**config.mk**
```make
export PLATFORM = sky130hd
export DESIGN_NAME = corefifo_sync_rst_seq_flat
export DESIGN_NICKNAME = d
export VERILOG_FILES = /design/src/rtl/corefifo_sync_rst_seq_if.sv /design/src/rtl/corefifo_sync_rst_seq.sv /design/src/flat_wrapper.sv
export SDC_FILE = /design/constraint.sdc
export NUM_CORES = 1
export LEC_CHECK = 0
export CORE_ASPECT_RATIO = 1.25
export CORE_MARGIN = 5
export CORE_UTILIZATION = 45
export CTS_BUF_LIST = sky130_fd_sc_hd__clkbuf_16
export DETAILED_ROUTE_END_ITERATION = 6
export DONT_BUFFER_PORTS = 1
export PLACE_DENSITY = 0.61
export SLEW_MARGIN = 30
export SYNTH_ARGS = -nofsm -noshare
export SYNTH_HDL_FRONTEND = slang
export SYNTH_SLANG_ARGS = --single-unit
```
**constraint.sdc**
```tcl
create_clock -name clk -period 2.2 [get_ports clk]
set_input_delay 0.55 -clock clk [delete_from_list [all_inputs] [get_ports clk]]
set_output_delay 0.55 -clock clk [all_outputs]
set_load 0.01 [all_outputs]
```
**src/rtl/corefifo_sync_rst_seq_if.sv**
```systemverilog
// ---------------------------------------------------------------------------
// corefifo_sync_rst_seq_if
// Purpose : Groups the control-side and chain-side signals of the FIFO
//           reset/flush sequencer into one bundle.
// Signals :
//   flush_req   control -> seq   4-phase flush request (level)
//   flush_ack   seq -> control   flush complete, held until flush_req falls
//   sync_ptr    chain -> seq     synchronized pointer, ADDRWIDTH+1 bits
//   err_clr     control -> seq   clears the sticky timeout flag
//   srstn       seq -> chain     synchronous reset, active-low
//   busy        seq -> control   sequence in progress
//   ready       seq -> control   chain settled, FIFO usable
//   wr_allow    seq -> FIFO      write-enable gate
//   rd_allow    seq -> FIFO      read-enable gate
//   err_timeout seq -> control   sticky settle-timeout flag
// Modports : master = control/chain side, slave = the sequencer.
// ---------------------------------------------------------------------------
interface corefifo_sync_rst_seq_if #(
    parameter int ADDRWIDTH = 3
);
    logic                 flush_req;
    logic                 flush_ack;
    logic [ADDRWIDTH:0]   sync_ptr;
    logic                 err_clr;
    logic                 srstn;
    logic                 busy;
    logic                 ready;
    logic                 wr_allow;
    logic                 rd_allow;
    logic                 err_timeout;

    modport master (
        output flush_req, sync_ptr, err_clr,
        input  flush_ack, srstn, busy, ready, wr_allow, rd_allow, err_timeout
    );

    modport slave (
        input  flush_req, sync_ptr, err_clr,
        output flush_ack, srstn, busy, ready, wr_allow, rd_allow, err_timeout
    );
endinterface

```
**src/rtl/corefifo_sync_rst_seq.sv**
```systemverilog
// ---------------------------------------------------------------------------
// corefifo_sync_rst_seq
// Purpose : Reset/flush sequencer for a FIFO pointer synchronizer chain.
//           Holds the chain in synchronous reset for RST_CYCLES, then waits
//           until the synchronized pointer reads zero for NUM_STAGES+1
//           consecutive cycles before declaring the FIFO ready. Serves
//           4-phase flush requests and flags settle timeouts (sticky).
// Ports   :
//   clk   in   single clock, posedge
//   arst  in   asynchronous reset, active-high
//   bus   slave modport of corefifo_sync_rst_seq_if (see interface header)
// All outputs are decoded from the registered state only (Moore).
// ---------------------------------------------------------------------------
module corefifo_sync_rst_seq #(
    parameter int NUM_STAGES = 2,
    parameter int ADDRWIDTH  = 3,
    parameter int RST_CYCLES = 4,
    parameter int SETTLE_MAX = 16,
    parameter int CNT_WIDTH  = 8
) (
    input  logic                      clk,
    input  logic                      arst,
    corefifo_sync_rst_seq_if.slave    bus
);

    typedef enum logic [1:0] {
        ST_HOLD   = 2'd0,
        ST_SETTLE = 2'd1,
        ST_READY  = 2'd2,
        ST_ACK    = 2'd3
    } state_t;

    localparam logic [CNT_WIDTH-1:0] CNT_MAX     = '1;
    localparam logic [CNT_WIDTH-1:0] HOLD_LAST   = CNT_WIDTH'(RST_CYCLES - 1);
    localparam logic [CNT_WIDTH-1:0] STABLE_LAST = CNT_WIDTH'(NUM_STAGES);
    localparam logic [CNT_WIDTH-1:0] TMO_LAST    = CNT_WIDTH'(SETTLE_MAX - 1);

    state_t               state_q,      state_d;
    logic [CNT_WIDTH-1:0] hold_cnt_q,   hold_cnt_d;
    logic [CNT_WIDTH-1:0] stable_cnt_q, stable_cnt_d;
    logic [CNT_WIDTH-1:0] tmo_cnt_q,    tmo_cnt_d;
    logic                 from_flush_q, from_flush_d;
    logic                 err_q,        err_d;

    logic ptr_zero;
    assign ptr_zero = (bus.sync_ptr == '0);

    // Counters stop at all-ones instead of wrapping.
    function automatic logic [CNT_WIDTH-1:0] sat_inc(input logic [CNT_WIDTH-1:0] v);
        return (v == CNT_MAX) ? v : v + CNT_WIDTH'(1);
    endfunction

    always_ff @(posedge clk or posedge arst) begin
        if (arst) begin
            state_q      <= ST_HOLD;
            hold_cnt_q   <= '0;
            stable_cnt_q <= '0;
            tmo_cnt_q    <= '0;
            from_flush_q <= 1'b0;
            err_q        <= 1'b0;
        end else begin
            state_q      <= state_d;
            hold_cnt_q   <= hold_cnt_d;
            stable_cnt_q <= stable_cnt_d;
            tmo_cnt_q    <= tmo_cnt_d;
            from_flush_q <= from_flush_d;
            err_q        <= err_d;
        end
    end

    always_comb begin
        state_d      = state_q;
        hold_cnt_d   = hold_cnt_q;
        stable_cnt_d = stable_cnt_q;
        tmo_cnt_d    = tmo_cnt_q;
        from_flush_d = from_flush_q;
        // Clear first so that a timeout later in this block overrides it.
        err_d        = bus.err_clr ? 1'b0 : err_q;

        case (state_q)
            ST_HOLD: begin
                stable_cnt_d = '0;
                tmo_cnt_d    = '0;
                if (hold_cnt_q == HOLD_LAST) begin
                    state_d    = ST_SETTLE;
                    hold_cnt_d = '0;
                end else begin
                    hold_cnt_d = sat_inc(hold_cnt_q);
                end
            end

            ST_SETTLE: begin
                tmo_cnt_d    = sat_inc(tmo_cnt_q);
                stable_cnt_d = ptr_zero ? sat_inc(stable_cnt_q) : '0;
                // Exit is checked before timeout so it wins a same-cycle tie.
                if (ptr_zero && (stable_cnt_q == STABLE_LAST)) begin
                    state_d      = from_flush_q ? ST_ACK : ST_READY;
                    stable_cnt_d = '0;
                    tmo_cnt_d    = '0;
                end else if (tmo_cnt_q == TMO_LAST) begin
                    // Retry the whole sequence; a pending flush stays pending.
                    state_d      = ST_HOLD;
                    err_d        = 1'b1;
                    stable_cnt_d = '0;
                    tmo_cnt_d    = '0;
                end
            end

            ST_READY: begin
                if (bus.flush_req) begin
                    state_d      = ST_HOLD;
                    from_flush_d = 1'b1;
                    hold_cnt_d   = '0;
                end
            end

            ST_ACK: begin
                if (!bus.flush_req) begin
                    state_d      = ST_READY;
                    from_flush_d = 1'b0;
                end
            end

            default: begin
                state_d = ST_HOLD;
            end
        endcase
    end

    // Moore decode: allows fall on the same edge that srstn falls.
    always_comb begin
        bus.srstn       = (state_q != ST_HOLD);
        bus.busy        = (state_q == ST_HOLD) || (state_q == ST_SETTLE);
        bus.ready       = (state_q == ST_READY) || (state_q == ST_ACK);
        bus.wr_allow    = (state_q == ST_READY) || (state_q == ST_ACK);
        bus.rd_allow    = (state_q == ST_READY) || (state_q == ST_ACK);
        bus.flush_ack   = (state_q == ST_ACK);
        bus.err_timeout = err_q;
    end

endmodule

```
**src/flat_wrapper.sv**
```systemverilog
// flat-port wrapper written by rule: the top's interface ports become plain ports
module corefifo_sync_rst_seq_flat 
#(
    parameter int NUM_STAGES = 2,
    parameter int ADDRWIDTH  = 3,
    parameter int RST_CYCLES = 4,
    parameter int SETTLE_MAX = 16,
    parameter int CNT_WIDTH  = 8
)
  (clk, arst, bus_flush_req, bus_sync_ptr, bus_err_clr, bus_flush_ack, bus_srstn, bus_busy, bus_ready, bus_wr_allow, bus_rd_allow, bus_err_timeout);
  corefifo_sync_rst_seq_if #(.ADDRWIDTH(ADDRWIDTH)) bus_i ();
  input  logic clk;
  input  logic arst;
  input wire logic [$bits(bus_i.flush_req)-1:0] bus_flush_req;
  input wire logic [$bits(bus_i.sync_ptr)-1:0] bus_sync_ptr;
  input wire logic [$bits(bus_i.err_clr)-1:0] bus_err_clr;
  output wire logic [$bits(bus_i.flush_ack)-1:0] bus_flush_ack;
  output wire logic [$bits(bus_i.srstn)-1:0] bus_srstn;
  output wire logic [$bits(bus_i.busy)-1:0] bus_busy;
  output wire logic [$bits(bus_i.ready)-1:0] bus_ready;
  output wire logic [$bits(bus_i.wr_allow)-1:0] bus_wr_allow;
  output wire logic [$bits(bus_i.rd_allow)-1:0] bus_rd_allow;
  output wire logic [$bits(bus_i.err_timeout)-1:0] bus_err_timeout;
  assign bus_i.flush_req = bus_flush_req;
  assign bus_i.sync_ptr = bus_sync_ptr;
  assign bus_i.err_clr = bus_err_clr;
  assign bus_flush_ack = bus_i.flush_ack;
  assign bus_srstn = bus_i.srstn;
  assign bus_busy = bus_i.busy;
  assign bus_ready = bus_i.ready;
  assign bus_wr_allow = bus_i.wr_allow;
  assign bus_rd_allow = bus_i.rd_allow;
  assign bus_err_timeout = bus_i.err_timeout;
  corefifo_sync_rst_seq #(.NUM_STAGES(NUM_STAGES), .ADDRWIDTH(ADDRWIDTH), .RST_CYCLES(RST_CYCLES), .SETTLE_MAX(SETTLE_MAX), .CNT_WIDTH(CNT_WIDTH)) u_core (.clk(clk), .arst(arst), .bus(bus_i));
endmodule
```
# Word-level counts from Yosys, hierarchy flattened
# Index checks and enable logic that the tools add are counted.
dict set report word_totals {
  reg_bits 28
  word_cells 66
  in_bits 8
  output_inout_bits 7
}
dict set report classes {
  eq_ne 16
  mux 27
  n_reduce_logical 14
  addsub 3
}
# cell count
set ops {}
lappend ops {{two-way mux 8 bit} 10}
lappend ops {{case mux 8 bit (2 select lines)} 3}
lappend ops {{adder 8 x 1 -> 8 bit, second input constant} 3}
lappend ops {{== test 8 bit, second input constant} 3}
lappend ops {{== test 8 x 2 -> 1 bit, second input constant} 2}
lappend ops {{two-way mux 2 bit} 5}
lappend ops {{== test 8 x 4 -> 1 bit, second input constant} 1}
lappend ops {{case mux 2 bit (4 select lines)} 1}
lappend ops {{nonzero test 2 bit} 4}
lappend ops {{two-way mux 1 bit} 7}
lappend ops {{AND reduction 3 bit} 2}
lappend ops {{!= test 5 bit, second input constant} 1}
lappend ops {{== test 2 bit, second input constant} 2}
lappend ops {{zero test 4 bit} 1}
lappend ops {{!= test 2 bit, second input constant} 2}
lappend ops {{!= test 4 bit, second input constant} 1}
lappend ops {{AND reduction 2 bit} 2}
lappend ops {{AND reduction 4 bit} 1}
lappend ops {{!= test 3 x 1 -> 1 bit, second input constant} 1}
lappend ops {{!= test 3 x 2 -> 1 bit, second input constant} 1}
lappend ops {{== test 2 x 1 -> 1 bit, second input constant} 1}
lappend ops {{zero test 2 bit} 1}
lappend ops {{logical OR 1 bit} 2}
lappend ops {{!= test 2 x 1 -> 1 bit, second input constant} 1}
lappend ops {{other kinds (2)} 2}

# Longest topological paths before layout
dict set report depth {
  word_depth 6
  mapped_depth 7
  depth_no_buf 7
}

# Worst setup path after synthesis
# No wires, ideal clock.
dict set report synth_path {
  path_type {register to register}
  startpoint {reg u_core.hold_cnt_q[0]}
  endpoint {reg u_core.hold_cnt_q[3]}
  path_stages_with_launch 8
  n_path_buf 1
  setup_slack_ps 463
  setup_ps 95
  period_less_slack_ps 1737
  required_ps 2105
  t_arrival_ps 1641
  cell_sequence {dfrtp_1 ha_1 and3_1 nand3_1 o31ai_4 or2_1 buf_6 o31ai_1}
}
dict set report synth_via {
  elab_chain_len 4
  elab_cells_between_ends 8
  classes_between {add/sub (1); eq/ne (3); mux (3); reduce/logical (1)}
}
# element line
set synth_rtl {}
lappend synth_rtl {{from (decl)} corefifo_sync_rst_seq.sv:39} ;# logic [CNT_WIDTH-1:0] hold_cnt_q, hold_cnt_d;
lappend synth_rtl {{from (signal assigned)} corefifo_sync_rst_seq.sv:63} ;# hold_cnt_q <= hold_cnt_d;
lappend synth_rtl {{adder 8 x 1 -> 8 bit} corefifo_sync_rst_seq.sv:50} ;# return (v == CNT_MAX) ? v : v + CNT_WIDTH'(1);
lappend synth_rtl {{two-way mux 8 bit} corefifo_sync_rst_seq.sv:50}
lappend synth_rtl {{two-way mux 8 bit} corefifo_sync_rst_seq.sv:84} ;# if (hold_cnt_q == HOLD_LAST) begin
lappend synth_rtl {{case mux 8 bit (2 select lines)} corefifo_sync_rst_seq.sv:80} ;# case (state_q)
# Several ways; a longest one is shown, not always the timed one. The select of a mux whose other input is x is not followed.
# A chain may end at the register's enable or synchronous reset.

# Final worst setup path
dict set report layout_path {
  startpoint {reg u_core.stable_cnt_q[2]}
  endpoint {reg u_core.tmo_cnt_q[3]}
}
dict set report layout_via {
  elab_chain_len 4
  elab_cells_between_ends 6
  classes_between {eq/ne (2); mux (2); reduce/logical (2)}
}
# element line
set layout_rtl {}
lappend layout_rtl {{from (decl)} corefifo_sync_rst_seq.sv:40} ;# logic [CNT_WIDTH-1:0] stable_cnt_q, stable_cnt_d;
lappend layout_rtl {{from (signal assigned)} corefifo_sync_rst_seq.sv:64} ;# stable_cnt_q <= stable_cnt_d;
lappend layout_rtl {{== test 8 x 2 -> 1 bit *} corefifo_sync_rst_seq.sv:96} ;# if (ptr_zero && (stable_cnt_q == STABLE_LAST)) begin
lappend layout_rtl {{logical AND 1 bit *} corefifo_sync_rst_seq.sv:96}
lappend layout_rtl {{!= test 4 bit (no line) or two-way mux 8 bit (tied branches)} --}
lappend layout_rtl {{AND reduction 2 bit (no line) or case mux 8 bit (2 select lines) (tied branches)} --}
lappend layout_rtl {{to (signal assigned)} corefifo_sync_rst_seq.sv:65} ;# tmo_cnt_q <= tmo_cnt_d;
lappend layout_rtl {{to (decl)} corefifo_sync_rst_seq.sv:41} ;# logic [CNT_WIDTH-1:0] tmo_cnt_q, tmo_cnt_d;
# Every way passes the cells marked *; elsewhere a longest branch is shown, timed or not.

==> results.yml <==
power:
  ir_worst_vdd_mv: 0.542
  power_density_nw_per_um2: 839
  p_leak_nw: 0.761
sta:
  rsz0062_at_grt: "false"
  finalSetupViolCount: 0
  setup_ws_ns: 0.335
  worstMarginPinSlew_ns: 0.507
  hold_viol_final: 0
  clock_skew_ns: 0.00373
  fin_crit_ns: 1.87
  period_share_pct: 84.8
  clock.fmax_mhz: 536
  maxSlewViolCount: 0
  finalSetupTns_ns: 0
  slew_headroom_pct: 65.9
grt:
  grt_pass1_wl_um: 6140
  grt_overflow: 0
  grt_start_max_net_pins: 29
  track_usage_pct: 14.8
  grt_pass1_vias: 1339
  antenna_found_initial: 0
layout:
  drive_gt1_share_pct: 9.52
  multi_input_area_um2: 883
  regArea_um2: 701
  n_fill_cell: 318
  n_antenna_cell: 0
  syn_to_final_growth_pct: 7.16
  num-nets-final: 202
drt:
  vias: 1414
  ant_nets: 0
  drc: 0
  wirelength_um: 3480
  routedWlPerCell_um: 15.3
  viasPerCell: 6.20
  drtIter0Drc: 110
  drt_pass1_iterations: 4
clock_network:
  htree_levels: 1
  cts_resized: 0
  clockBufferDepth: 2
  cts_tree: "built"
  clk_latency_ns: 0.26
  holdBufCountCts: 0
  cts_root_buf: "clkbuf_16"
  numCtsBuffers: 3
  cts_setup_buffers: 0
  clock_sinks: 28
  path_clk_slew_ns: 0.07
floorplan:
  rows: 24
  dieHeight_um: 77.9
  core_um2: 3510
  floorplan.io_pins: 15
  initial_core_util_pct: 47.3
  dieArea_um2: 5010
  die_x_um: 64.3
flow_run:
  maxCapViolations: 0
critical_path:
  endpoint_kind: "flip-flop"
  startpoint_type: "flip-flop"
  r2r_slack_ns: 0.33
  criticalPathCategory: "flip-flop to flip-flop"
  path_max_fanout: 6
  rr_endpoint: "u_core.tmo_cnt_q[3]"
  critPathLaunch: "u_core.stable_cnt_q[2]"
  crit_end: "u_core.tmo_cnt_q[3]"
  cp.required_ns: 2.33
  r2r_start: "u_core.stable_cnt_q[2]"
  arrival_ns: 2.00
  rr_worst_depth: 5
yosys:
  synth_seq_cells: 28
  netlist-cell-type-count: 44
  synthFlopType: "dfrtp_1"
  avgSynthCellArea_um2: 8.83
  synth-edff-count: 0
  syn_inst: 188
  async_flop_share_pct: 100
  yosysWarnings: 0
  synth_nets: 200
  synth-seq-area-share_pct: 42.2
  syn_area_um2: 1660
min_path:
  min_path_type: "input pin to async pin"
place:
  place_congestion: 0.783
  portBuffers: 0
  preCtsSetupSlack_ns: 0.305
  dpl.hpwl_um: 2600
run_status:
  status: "complete, no violations"
==> metrics by stage <==
stage | std cells | hold slack [ns] | util, % | cell area (um^2) | power (mW)
floorplan | 188 | 0.469 | - | 1660 | 1.01
global placement | 224 | 0.498 | 48.4 | 1700 | 1.08
detailed placement | 224 | 0.505 | 48.4 | 1700 | 1.09
CTS | 228 | 0.246 | 50.6 | 1780 | 1.51
global route | 228 | 0.274 | 50.6 | 1780 | 1.61
finish | 228 | 0.235 | 50.6 | 1780 | 1.49
==> critical path: stages, from the launching register on <==
cell	delay, ns
dfrtp_1	0.43
nor4_1	0.51
nand3_1	0.26
and3_1	0.25
nor2_1	0.19
a311oi_1	0.09
==> layout make-up <==
cell class              instances  share of cell area, %
multi-input cells             144                   49.6
inverters                       8                   1.69
flip-flops and latches         28                   39.4
clock inverters                 1                  0.211
repair buffers                  5                   2.11
well taps                      39                   2.74
clock buffers                   3                   4.22
==> flip-flops by register name, indices dropped and copies added, names as in the netlist <==
register                count
u_core.stable_cnt_q         8
u_core.tmo_cnt_q            8
u_core.bus.err_timeout      1
u_core.hold_cnt_q           8
u_core.from_flush_q         1
u_core.state_q              2
==> kinds of logic (layout without fill, tap and decap cells) <==
group	Yosys count	after routing	share of synthesized area, %
and+or+nand+nor	83	83	25.5
adders and majority gates	4	4	3.01
buffers and inverters	16	17	4.60
AOI/OAI and AO/OA	56	56	24.1
DFF	28	28	42.2
muxes	1	1	0.603
==> how the worst min path moves through the flow <==
| stage | startpoint | endpoint | slack (ns) | cells after the start |
|---|---|---|---|---|
| floorplan | u_core.from_flush_q | u_core.from_flush_q | 0.47 | 2 |
| global placement | u_core.from_flush_q | u_core.from_flush_q | 0.50 | 2 |
| detailed placement | u_core.from_flush_q | u_core.from_flush_q | 0.51 | 2 |
| CTS | arst | u_core.tmo_cnt_q[3] | 0.25 | 2 |
| global route | arst | u_core.tmo_cnt_q[6] | 0.27 | 2 |
| finish | arst | u_core.tmo_cnt_q[3] | 0.23 | 2 |
==> routing by layer <==
metal | share of wire [%] | global-route usage (%) | up-vias
li1 | - | - | 703
met2 | 49 | 23.4 | 23
met4 | 1.6 | 5.91 | 0
met1 | 46 | 19.5 | 683
met5 | 0 | 0 | -
met3 | 4.1 | 3.03 | 5
==> synthesized netlist by cell type, types with 2 or more instances <==
| master | n | area, um^2 |
|---|---|---|
| o31ai_4 | 2 | 42.5 |
| buf_4 | 2 | 15.0 |
| and3_1 | 5 | 31.3 |
| nand2_1 | 19 | 71.3 |
| o22a_1 | 5 | 43.8 |
| dfrtp_1 | 28 | 701 |
| nor2_1 | 19 | 71.3 |
| o31ai_1 | 5 | 37.5 |
| o21ai_1 | 3 | 15.0 |
| nand3_1 | 13 | 65.1 |
| a41oi_1 | 3 | 26.3 |
| o21ai_0 | 10 | 50.1 |
| a21oi_1 | 12 | 60.1 |
| nor2b_1 | 3 | 18.8 |
| nand2b_1 | 5 | 31.3 |
| clkbuf_1 | 3 | 11.3 |
| o22ai_1 | 4 | 25.0 |
| ha_1 | 4 | 50.1 |
| inv_1 | 7 | 26.3 |
| a31oi_1 | 4 | 25.0 |
| nor2_2 | 2 | 12.5 |
| nor3_1 | 5 | 25.0 |
| nor4_1 | 4 | 25.0 |
==> cells in the final DEF, fill, tap and decap left out, types with 4 or more instances in the layout <==
master    netlist  layout
a21oi_1        12      12
a31oi_1         4       4
and3_1          5       5
buf_4           2       5
dfrtp_1        28      28
ha_1            4       4
inv_1           7       7
nand2_1        19      19
nand2b_1        5       5
nand3_1        13      13
nor2_1         19      19
nor3_1          5       5
nor4_1          4       4
o21ai_0        10      10
o22a_1          5       5
o22ai_1         4       4
o31ai_1         5       5
==> power by group <==
group / internal, mW / switching, mW / total [mW]
Sequential: 0.580 / 0.0820 / 0.662
Combinational: 0.175 / 0.242 / 0.417
Clock: 0.244 / 0.171 / 0.415
Total: 0.999 / 0.494 / 1.49
Note: power is estimated with default switching activity, not from simulation.
